**src/rtl/pll_lock_detect.sv**
```systemverilog
// PLL lock monitor: measures the osc period in clock cycles, checks it against div and trim stability.
// Optional build macro PLL_LOCK_HIST_EN adds a saturating unlock_count output.
module pll_lock_detect #(
  parameter int LOCK_CNT   = 8,
  parameter int UNLOCK_CNT = 2,
  parameter int TOL        = 1,
  parameter int TIMEOUT    = 63
) (
  input  logic        clock,
  input  logic        reset,
  input  logic        osc,
  input  logic [4:0]  div,
  input  logic [25:0] trim,
  output logic        locked,
  output logic        lock_lost,
  output logic [5:0]  period
`ifdef PLL_LOCK_HIST_EN
  ,
  output logic [7:0]  unlock_count
`endif
);

  typedef enum logic [1:0] {IDLE, ACQUIRE, LOCKED} state_t;

  state_t      state_q, state_d;
  logic        s1_q, s2_q, s3_q;
  logic [5:0]  pcnt_q, pcnt_d;
  logic [5:0]  period_q, period_d;
  logic [3:0]  gcnt_q, gcnt_d;
  logic [3:0]  bcnt_q, bcnt_d;
  logic [25:0] trim_hist_q, trim_hist_d;
  logic        hist_vld_q, hist_vld_d;
  logic        locked_q, locked_d;
  logic        lost_q, lost_d;

  logic rise, timeout, sample_ev, trim_ok, good;

  function automatic logic [5:0] sat_inc6(input logic [5:0] v);
    return (v == 6'd63) ? v : v + 6'd1;
  endfunction

  function automatic logic [3:0] sat_inc4(input logic [3:0] v);
    return (v == 4'd15) ? v : v + 4'd1;
  endfunction

  // 7-bit signed difference so period - div never wraps; div of zero never matches
  function automatic logic in_tol(input logic [5:0] p, input logic [4:0] d);
    logic signed [6:0] diff;
    diff = $signed({1'b0, p}) - $signed({2'b00, d});
    if (diff < 0) diff = -diff;
    return (d != 5'd0) && (diff <= $signed(7'(TOL)));
  endfunction

  assign rise      = s2_q & ~s3_q;
  assign timeout   = ~rise && (pcnt_q >= 6'(TIMEOUT));
  assign sample_ev = rise | timeout;

  always_comb begin
    state_d     = state_q;
    pcnt_d      = sample_ev ? 6'd0 : sat_inc6(pcnt_q);
    period_d    = period_q;
    gcnt_d      = gcnt_q;
    bcnt_d      = bcnt_q;
    trim_hist_d = trim_hist_q;
    hist_vld_d  = hist_vld_q;
    locked_d    = locked_q;
    lost_d      = 1'b0;

    if (rise)
      period_d = sat_inc6(pcnt_q);
    else if (timeout)
      period_d = 6'd63;

    // First sample after IDLE has no trim history and is judged on period alone
    trim_ok = ~hist_vld_q | (trim == trim_hist_q);
    good    = rise & in_tol(period_d, div) & trim_ok;

    case (state_q)
      IDLE: begin
        if (rise) begin
          state_d    = ACQUIRE;
          gcnt_d     = 4'd0;
          bcnt_d     = 4'd0;
          hist_vld_d = 1'b0;
        end
      end
      ACQUIRE: begin
        if (sample_ev) begin
          trim_hist_d = trim;
          hist_vld_d  = 1'b1;
          if (good) begin
            gcnt_d = sat_inc4(gcnt_q);
            if (gcnt_d == 4'(LOCK_CNT)) begin
              state_d  = LOCKED;
              locked_d = 1'b1;
              bcnt_d   = 4'd0;
            end
          end else begin
            gcnt_d = 4'd0;
          end
        end
      end
      LOCKED: begin
        if (sample_ev) begin
          trim_hist_d = trim;
          hist_vld_d  = 1'b1;
          if (!good) begin
            bcnt_d = sat_inc4(bcnt_q);
            if (bcnt_d == 4'(UNLOCK_CNT)) begin
              state_d  = ACQUIRE;
              locked_d = 1'b0;
              lost_d   = 1'b1;
              gcnt_d   = 4'd0;
              bcnt_d   = 4'd0;
            end
          end else begin
            bcnt_d = 4'd0;
          end
        end
      end
      default: state_d = IDLE;
    endcase
  end

  always_ff @(posedge clock) begin
    if (!reset) begin
      state_q     <= IDLE;
      s1_q        <= 1'b0;
      s2_q        <= 1'b0;
      s3_q        <= 1'b0;
      pcnt_q      <= 6'd0;
      period_q    <= 6'd0;
      gcnt_q      <= 4'd0;
      bcnt_q      <= 4'd0;
      trim_hist_q <= 26'd0;
      hist_vld_q  <= 1'b0;
      locked_q    <= 1'b0;
      lost_q      <= 1'b0;
    end else begin
      state_q     <= state_d;
      s1_q        <= osc;
      s2_q        <= s1_q;
      s3_q        <= s2_q;
      pcnt_q      <= pcnt_d;
      period_q    <= period_d;
      gcnt_q      <= gcnt_d;
      bcnt_q      <= bcnt_d;
      trim_hist_q <= trim_hist_d;
      hist_vld_q  <= hist_vld_d;
      locked_q    <= locked_d;
      lost_q      <= lost_d;
    end
  end

`ifdef PLL_LOCK_HIST_EN
  logic [7:0] ucnt_q;

  always_ff @(posedge clock) begin
    if (!reset)
      ucnt_q <= 8'd0;
    else if (lost_d && ucnt_q != 8'd255)
      ucnt_q <= ucnt_q + 8'd1;
  end

  assign unlock_count = ucnt_q;
`endif

  assign locked    = locked_q;
  assign lock_lost = lost_q;
  assign period    = period_q;

endmodule
```
**config.mk**
```make
export PLATFORM = sky130hd
export DESIGN_NAME = pll_lock_detect
export DESIGN_NICKNAME = d
export VERILOG_FILES = /design/src/rtl/pll_lock_detect.sv
export SDC_FILE = /design/constraint.sdc
export NUM_CORES = 1
export LEC_CHECK = 0
export ABC_AREA = 0
export CORE_MARGIN = 1.5
export CORE_UTILIZATION = 35
export DETAILED_ROUTE_END_ITERATION = 10
export GPL_TIMING_DRIVEN = 0
export PLACE_DENSITY = 0.55
export SLEW_MARGIN = 5
export SYNTH_ARGS = -nofsm -noshare
export SYNTH_HDL_FRONTEND = slang
export SYNTH_SLANG_ARGS = --single-unit
```
**constraint.sdc**
```tcl
create_clock -name clock -period 4.1 [get_ports clock]
set_clock_uncertainty 0.15 [all_clocks]
set_input_delay 1.23 -clock clock [delete_from_list [all_inputs] [get_ports clock]]
set_output_delay 1.23 -clock clock [all_outputs]
set_load 0.01 [all_outputs]
```
# Yosys cells after proc, flatten, opt, wreduce, memory -nomap -nowiden
# Index checks and enable logic that the tools add are counted.
[totals]
ff_bits = 54
inputBits = 34
out_inout_bits = 8
word_cells = 102
[classes]
add_sub_neg = 5
n_lt_le_gt_ge = 3
eq_ne = 16
muxes = 39
bitwise_logic = 11
n_reduce_logical = 16
[op_table]
columns = ["cell", "count"]
rows = [
  ["$mux 4", 14],
  ["$eq 26x26->1", 1],
  ["$pmux 4 s3", 2],
  ["$mux 6", 3],
  ["$mux 2", 7],
  ["$ne 2x2->1 const B", 7],
  ["$reduce_and 7->1", 2],
  ["$eq 4x4->1 const B", 3],
  ["$reduce_and 6->1", 2],
  ["$mux 1", 9],
  ["$add 4x1->4 const B", 2],
  ["$le 7x2->1 const B", 1],
  ["$lt 7x1->1 const B", 1],
  ["$mux 7", 1],
  ["$neg 7->7", 1],
  ["$sub 6x5->7", 1],
  ["$add 6x1->6 const B", 1],
  ["$eq 6x6->1 const B", 1],
  ["$ge 6x6->1 const B", 1],
  ["$not 1->1", 6],
  ["$pmux 2 s3", 1],
  ["$reduce_bool 5->1", 1],
  ["$eq 4x2->1 const B", 1],
  ["$pmux 1 s2", 2],
  ["other kinds (13)", 19],
]

# Logic depth before layout (Yosys ltp)
[depth]
depth_word = 16
ltp_mapped = 19
depth_no_buf = 18

# Least setup slack after synthesis
# No wires, ideal clock.
[synth_timing]
path_kind = "register to register"
from = "register pcnt_q[0]"
to = "register state_q[1]"
setup_time_ns = 0.125
arrival_ns = 3.614
path_slack_ns = 0.211
path_stages_with_launch = 18
cell_sequence = "dfxtp_1 > ha_1 > nand2_1 > nor2_2 > nand2_1 > o22ai_1 > ha_1 > inv_1 > fa_1 > xor2_1 > nor3b_2 > or3b_1 > o2bb2ai_1 > a22oi_1 > and4b_4 > buf_6 > a2111oi_4 > nor3_1"
[synth_between]
elab_chain_len = 13
elab_cells_between_ends = 21
classes_between = "add/sub: 3; order compare: 3; eq/ne: 5; mux: 4; bitwise: 3; reduce/logical: 3"
[synth_rtl]
columns = ["element", "line_no", "text"]
rows = [
  ["start, declared", "27", "logic [5:0] pcnt_q, pcnt_d;"],
  ["start signal, assigned", "144", "pcnt_q <= pcnt_d;"],
  ["$ge 6x6->1", "55", "assign timeout = ~rise && (pcnt_q >= 6'(TIMEOUT));"],
  ["$logic_and 1x1->1", "55", ""],
  ["$mux 6", "71", "else if (timeout)"],
  ["$mux 6", "69", "if (rise)"],
  ["$sub 6x5->7", "49", "diff = $signed({1'b0, p}) - $signed({2'b00, d});"],
  ["$neg 7->7 / $lt 7x1->1 (equally long branches)", "50", "if (diff < 0) diff = -diff;"],
  ["$mux 7", "50", ""],
  ["$le 7x2->1", "51", "return (d != 5'd0) && (diff <= $signed(7'(TOL)));"],
  ["$logic_and 1x1->1", "51", ""],
  ["$and 1x1->1 (2 in series)", "76", "good = rise & in_tol(period_d, div) & trim_ok;"],
  ["$ne 2x2->1 (no source line)", "-", ""],
  ["$reduce_and 7->1 (no source line) *", "-", ""],
  ["end signal, assigned", "140", "state_q <= state_d;"],
  ["end, declared", "25", "state_t state_q, state_d;"],
]
# Mark *: on every way between the ends. The rest lies on a longest branch, timed or not.
# A chain may end at the register's enable or synchronous reset.

# Final worst setup path
[layout_timing]
from = "input div[1]"
to = "register bcnt_q[0]"
[layout_between]
elab_chain_len = 10
elab_cells_between_ends = 14
classes_between = "add/sub: 2; order compare: 2; eq/ne: 1; mux: 4; bitwise: 2; reduce/logical: 3"
[layout_rtl]
columns = ["element", "line_no", "text"]
rows = [
  ["start, declared", "12", "input logic [4:0] div,"],
  ["$sub 6x5->7", "49", ""],
  ["$neg 7->7 / $lt 7x1->1 (equally long branches)", "50", ""],
  ["$mux 7", "50", ""],
  ["$le 7x2->1", "51", ""],
  ["$logic_and 1x1->1 *", "51", ""],
  ["$and 1x1->1 * (2 in series)", "76", ""],
  ["$mux 4", "107", "if (!good) begin"],
  ["$mux 4", "104", "if (sample_ev) begin"],
  ["$pmux 4 s3", "78", "case (state_q)"],
  ["end signal, assigned", "147", "bcnt_q <= bcnt_d;"],
  ["end, declared", "30", "logic [3:0] bcnt_q, bcnt_d;"],
]
# Mark *: on every way between the ends. The rest lies on a longest branch, timed or not. The select of a mux whose other input is x is not followed.

==> impl_metrics.csv <==
group,metric,value,unit
status,status,"finished, final reports clean",
yosys,yosysMostFrequentCell,"nand2_1",
grt,grt.overflow.total,0,
timing,setup_violations,0,
yosys,synth_warnings,0,
grt,grt_util_all_layers,0.156,
setup_path,slowest_stage,"clkdlybuf4s50_1",
timing,drv_slew,0,
clock_network,clockBufferDepth,2,
setup_path,crit_fanout,5,
place,dpl-instance-area,0.00364,mm2
pwr,p_int,0.000816,W
setup_path,cpPeakStageDelay,450,ps
grt,grt_pass1_wl,12400,um
yosys,synth_cell_types,60,
flow_run,drv_cap,0,
setup_path,cp.buffers_inverters,2,
die,die_w,97.0,um
die,rows,34,
pwr,p_sw_frac,0.299,
yosys,synth.largest_area_cell,"dfxtp_1",
yosys,avgSynthCellArea,8.02,um2
yosys,syn_area,0.00309,mm2
yosys,async_reset_ff_frac,0,
timing,fin_hold_ws,297,ps
route,wl_per_cell,13.3,um
setup_path,path_delay_family,"simple AND/OR/NAND/NOR gates",
yosys,synth_area_leaders,"dfxtp_1 35%, nand2_1 8.9%, ha_1 5.7%",
die,core,0.00864,mm2
timing,hold_violations,0,
clock_network,cts_tree,"yes",
clock_network,cts_root_buf,"clkbuf_8",
timing,fin_setup_tns,0,ps
route,firstDrtPassIters,5,
setup_path,cp_num_cells,12,
setup_path,reg2regPathDepth,17,
timing,min_period_over_period,0.970,
cells_and_area,fin_area,0.00391,mm2
timing,layout_setup_ws,122,ps
yosys,syn_inst,386,
grt,antenna_found_initial,0,
setup_path,worst_ep_required_time,4180,ps
die,die_y,97.0,um
place,pre_cts_slack,-424,ps
min_path,hp-class,"register to register",
die,die-area,0.00941,mm2
cells_and_area,nets,488,
setup_path,worstPathArrival,4060,ps
pwr,pwr-share-clk,0.275,
place,gp_congestion,0.764,
clock_network,path_clk_slew,100,ps
pwr,share_comb_of_total_power,0.251,
timing,maxSlewHeadroom,0.622,
place,dpl.hpwl,5350,um
yosys,ys_top_cells_by_count,"73 x nand2_1, 54 x dfxtp_1, 34 x a21oi_1, 20 x nor2_1, 19 x xor2_1",
yosys,ys_seq_area_frac,0.349,
setup_path,worstSetupStartpoint,"div[1]",
route,antenna_left,0,
clock_network,hold_buffers,0,
clock_network,cts.sinks,54,
setup_path,crit-reg2reg-launch,"pcnt_q[0]$_SDFF_PP0_",
route,vias_per_cell,5.03,
yosys,synth_edf_count,0,
pwr,powerDensity,298,mW/mm2
cells_and_area,n_antenna_cell,0,
cells_and_area,finalCoreUtilization,0.452,
route,dr.first_iter.drc_count,105,
clock_network,cts_made_buffers,5,
min_path,hp-start,"s1_q$_SDFF_PN0_",
route,drt-total-wl,7310,um
setup_path,critPathLaunchType,"primary input",
clock_network,clk-insertion-delay-late,310,ps
yosys,synth_top_area_frac,0.349,
route,via_count,2757,
pwr,p_leak,1.42,nW
setup_path,r2r_slack,190,ps
yosys,syn_nets,435,
setup_path,r2r-end,"bcnt_q[0]$_SDFFE_PN0P_",
yosys,yosys_most_used_dff,"dfxtp_1",
timing,period_minus_slack,3980,ps
clock_network,cts_max_level,2,
setup_path,path_cells,"clkdlybuf4s50_1, inv_1, fa_2, xor2_4, nor3b_2, or3b_4, o2bb2ai_2, a22oi_1, and4b_4, nand4b_1, nor2b_2, a211oi_2",
setup_path,crit_end,"bcnt_q[0]$_SDFFE_PN0P_",
die,start_util,0.358,
setup_path,worst_setup_path_end_kind,"register",
yosys,ys_ff_latch,54,
grt,grt_pass1_vias,2589,
die,ios,42,
pwr,ir_drop,147,uV
grt,grt_max_degree,18,
setup_path,critPathKind,"primary input to register",
pwr,seqPwrFrac,0.474,
timing,fmax,251,MHz
timing,worst_slew_pin_slew,568,ps
place,io_buffers,41,
cells_and_area,drive_gt1_frac,0.100,
route,drc,0,
cells_and_area,syn_to_final_growth,26.2,%
pwr,p_switching,0.000348,W
-- cell usage in the layout (no fill, tap or decap), types with 11 or more instances in the layout --
| master | n |
|---|---|
| nand2_1 | 72 |
| dfxtp_1 | 52 |
| clkdlybuf4s50_1 | 40 |
| a21oi_1 | 34 |
| nor2_1 | 20 |
| xor2_1 | 18 |
| inv_1 | 15 |
| o21ai_0 | 12 |
| xnor2_1 | 12 |
| nor3_1 | 11 |
| clkbuf_1 | 11 |
| ha_1 | 11 |
-- area by class of cell --
class                      instances  area (um2)
fill                             881        4730
multi-input combinational        301        2000
sequential                        54        1090
timing repair buffer              46         450
tap                              108         135
clock buffer                       6        82.6
buffer                            16        77.6
inverter                          15        56.3
clock inverter                     2        16.3
-- power groups by stage --
stage                     clock network, W  registers [W]  logic [W]
after floorplan                          0       0.000560   0.000180
after global routing              0.000360       0.000554   0.000322
final                             0.000320       0.000552   0.000291
after detailed placement                 0       0.000562   0.000263
after CTS                         0.000336       0.000549   0.000269
after global placement                   0       0.000561   0.000263
-- routing by layer --
metal	global-route usage	wire (um)	vias to the layer above
met5	0	0	-
met4	0.0290	29	0
met2	0.259	3500	44
li1	-	-	1446
met1	0.214	3560	1265
met3	0.0289	216	2
-- cell families after synthesis --
kind of cell / count (synthesis) / share of synthesized area
multiplexers: 2 / 0.00687
adder cells (fa/ha/maj): 15 / 0.0631
AO/OA/AOI/OAI: 90 / 0.195
XOR/XNOR: 31 / 0.0877
AND/OR/NAND/NOR: 163 / 0.258
buffers and inverters: 31 / 0.0404
flip-flops: 54 / 0.349
-- what timing repair did --
action | 4_1_cts | 5_1_grt
endpoints found under the setup margin | 12 | 12
setup buffers | 1 | 4
pin swaps | 3 | 10
gates resized for setup | 5 | 30
gates cloned | 0 | 0
-- worst min path at each step --
stage / to / cells after the start / slack (ps)
2_1_floorplan: s2_q$_SDFF_PN0_ / 1 / 260
3_3_place_gp: s2_q$_SDFF_PN0_ / 1 / 270
3_5_place_dp: s2_q$_SDFF_PN0_ / 1 / 270
4_1_cts: s2_q$_SDFF_PN0_ / 1 / 300
5_1_grt: s2_q$_SDFF_PN0_ / 1 / 330
6_report: s2_q$_SDFF_PN0_ / 1 / 300
-- per-stage QoR --
stage	power, W	instances
final	0.00116	548
after global placement	0.000824	535
after floorplan	0.000740	386
after CTS	0.00115	544
after detailed placement	0.000825	535
after global routing	0.00124	548
-- sequential cells by signal, indices dropped and copies added, names as in the netlist --
name,flops
lock_lost,1
s3_q,1
gcnt_q,4
state_q,2
bcnt_q,4
s2_q,1
locked,1
s1_q,1
hist_vld_q,1
trim_hist_q,26
period,6
pcnt_q,6
-- worst register-to-register path, delay by kind of cell (launching register included) --
family	cells	cell delay, ps
compound gates	4	590
simple gates	7	1480
buf+inv	2	230
fa+ha+maj	3	800
flops	1	390
xor+xnor	1	190
Note: power is estimated with default switching activity, not from simulation.
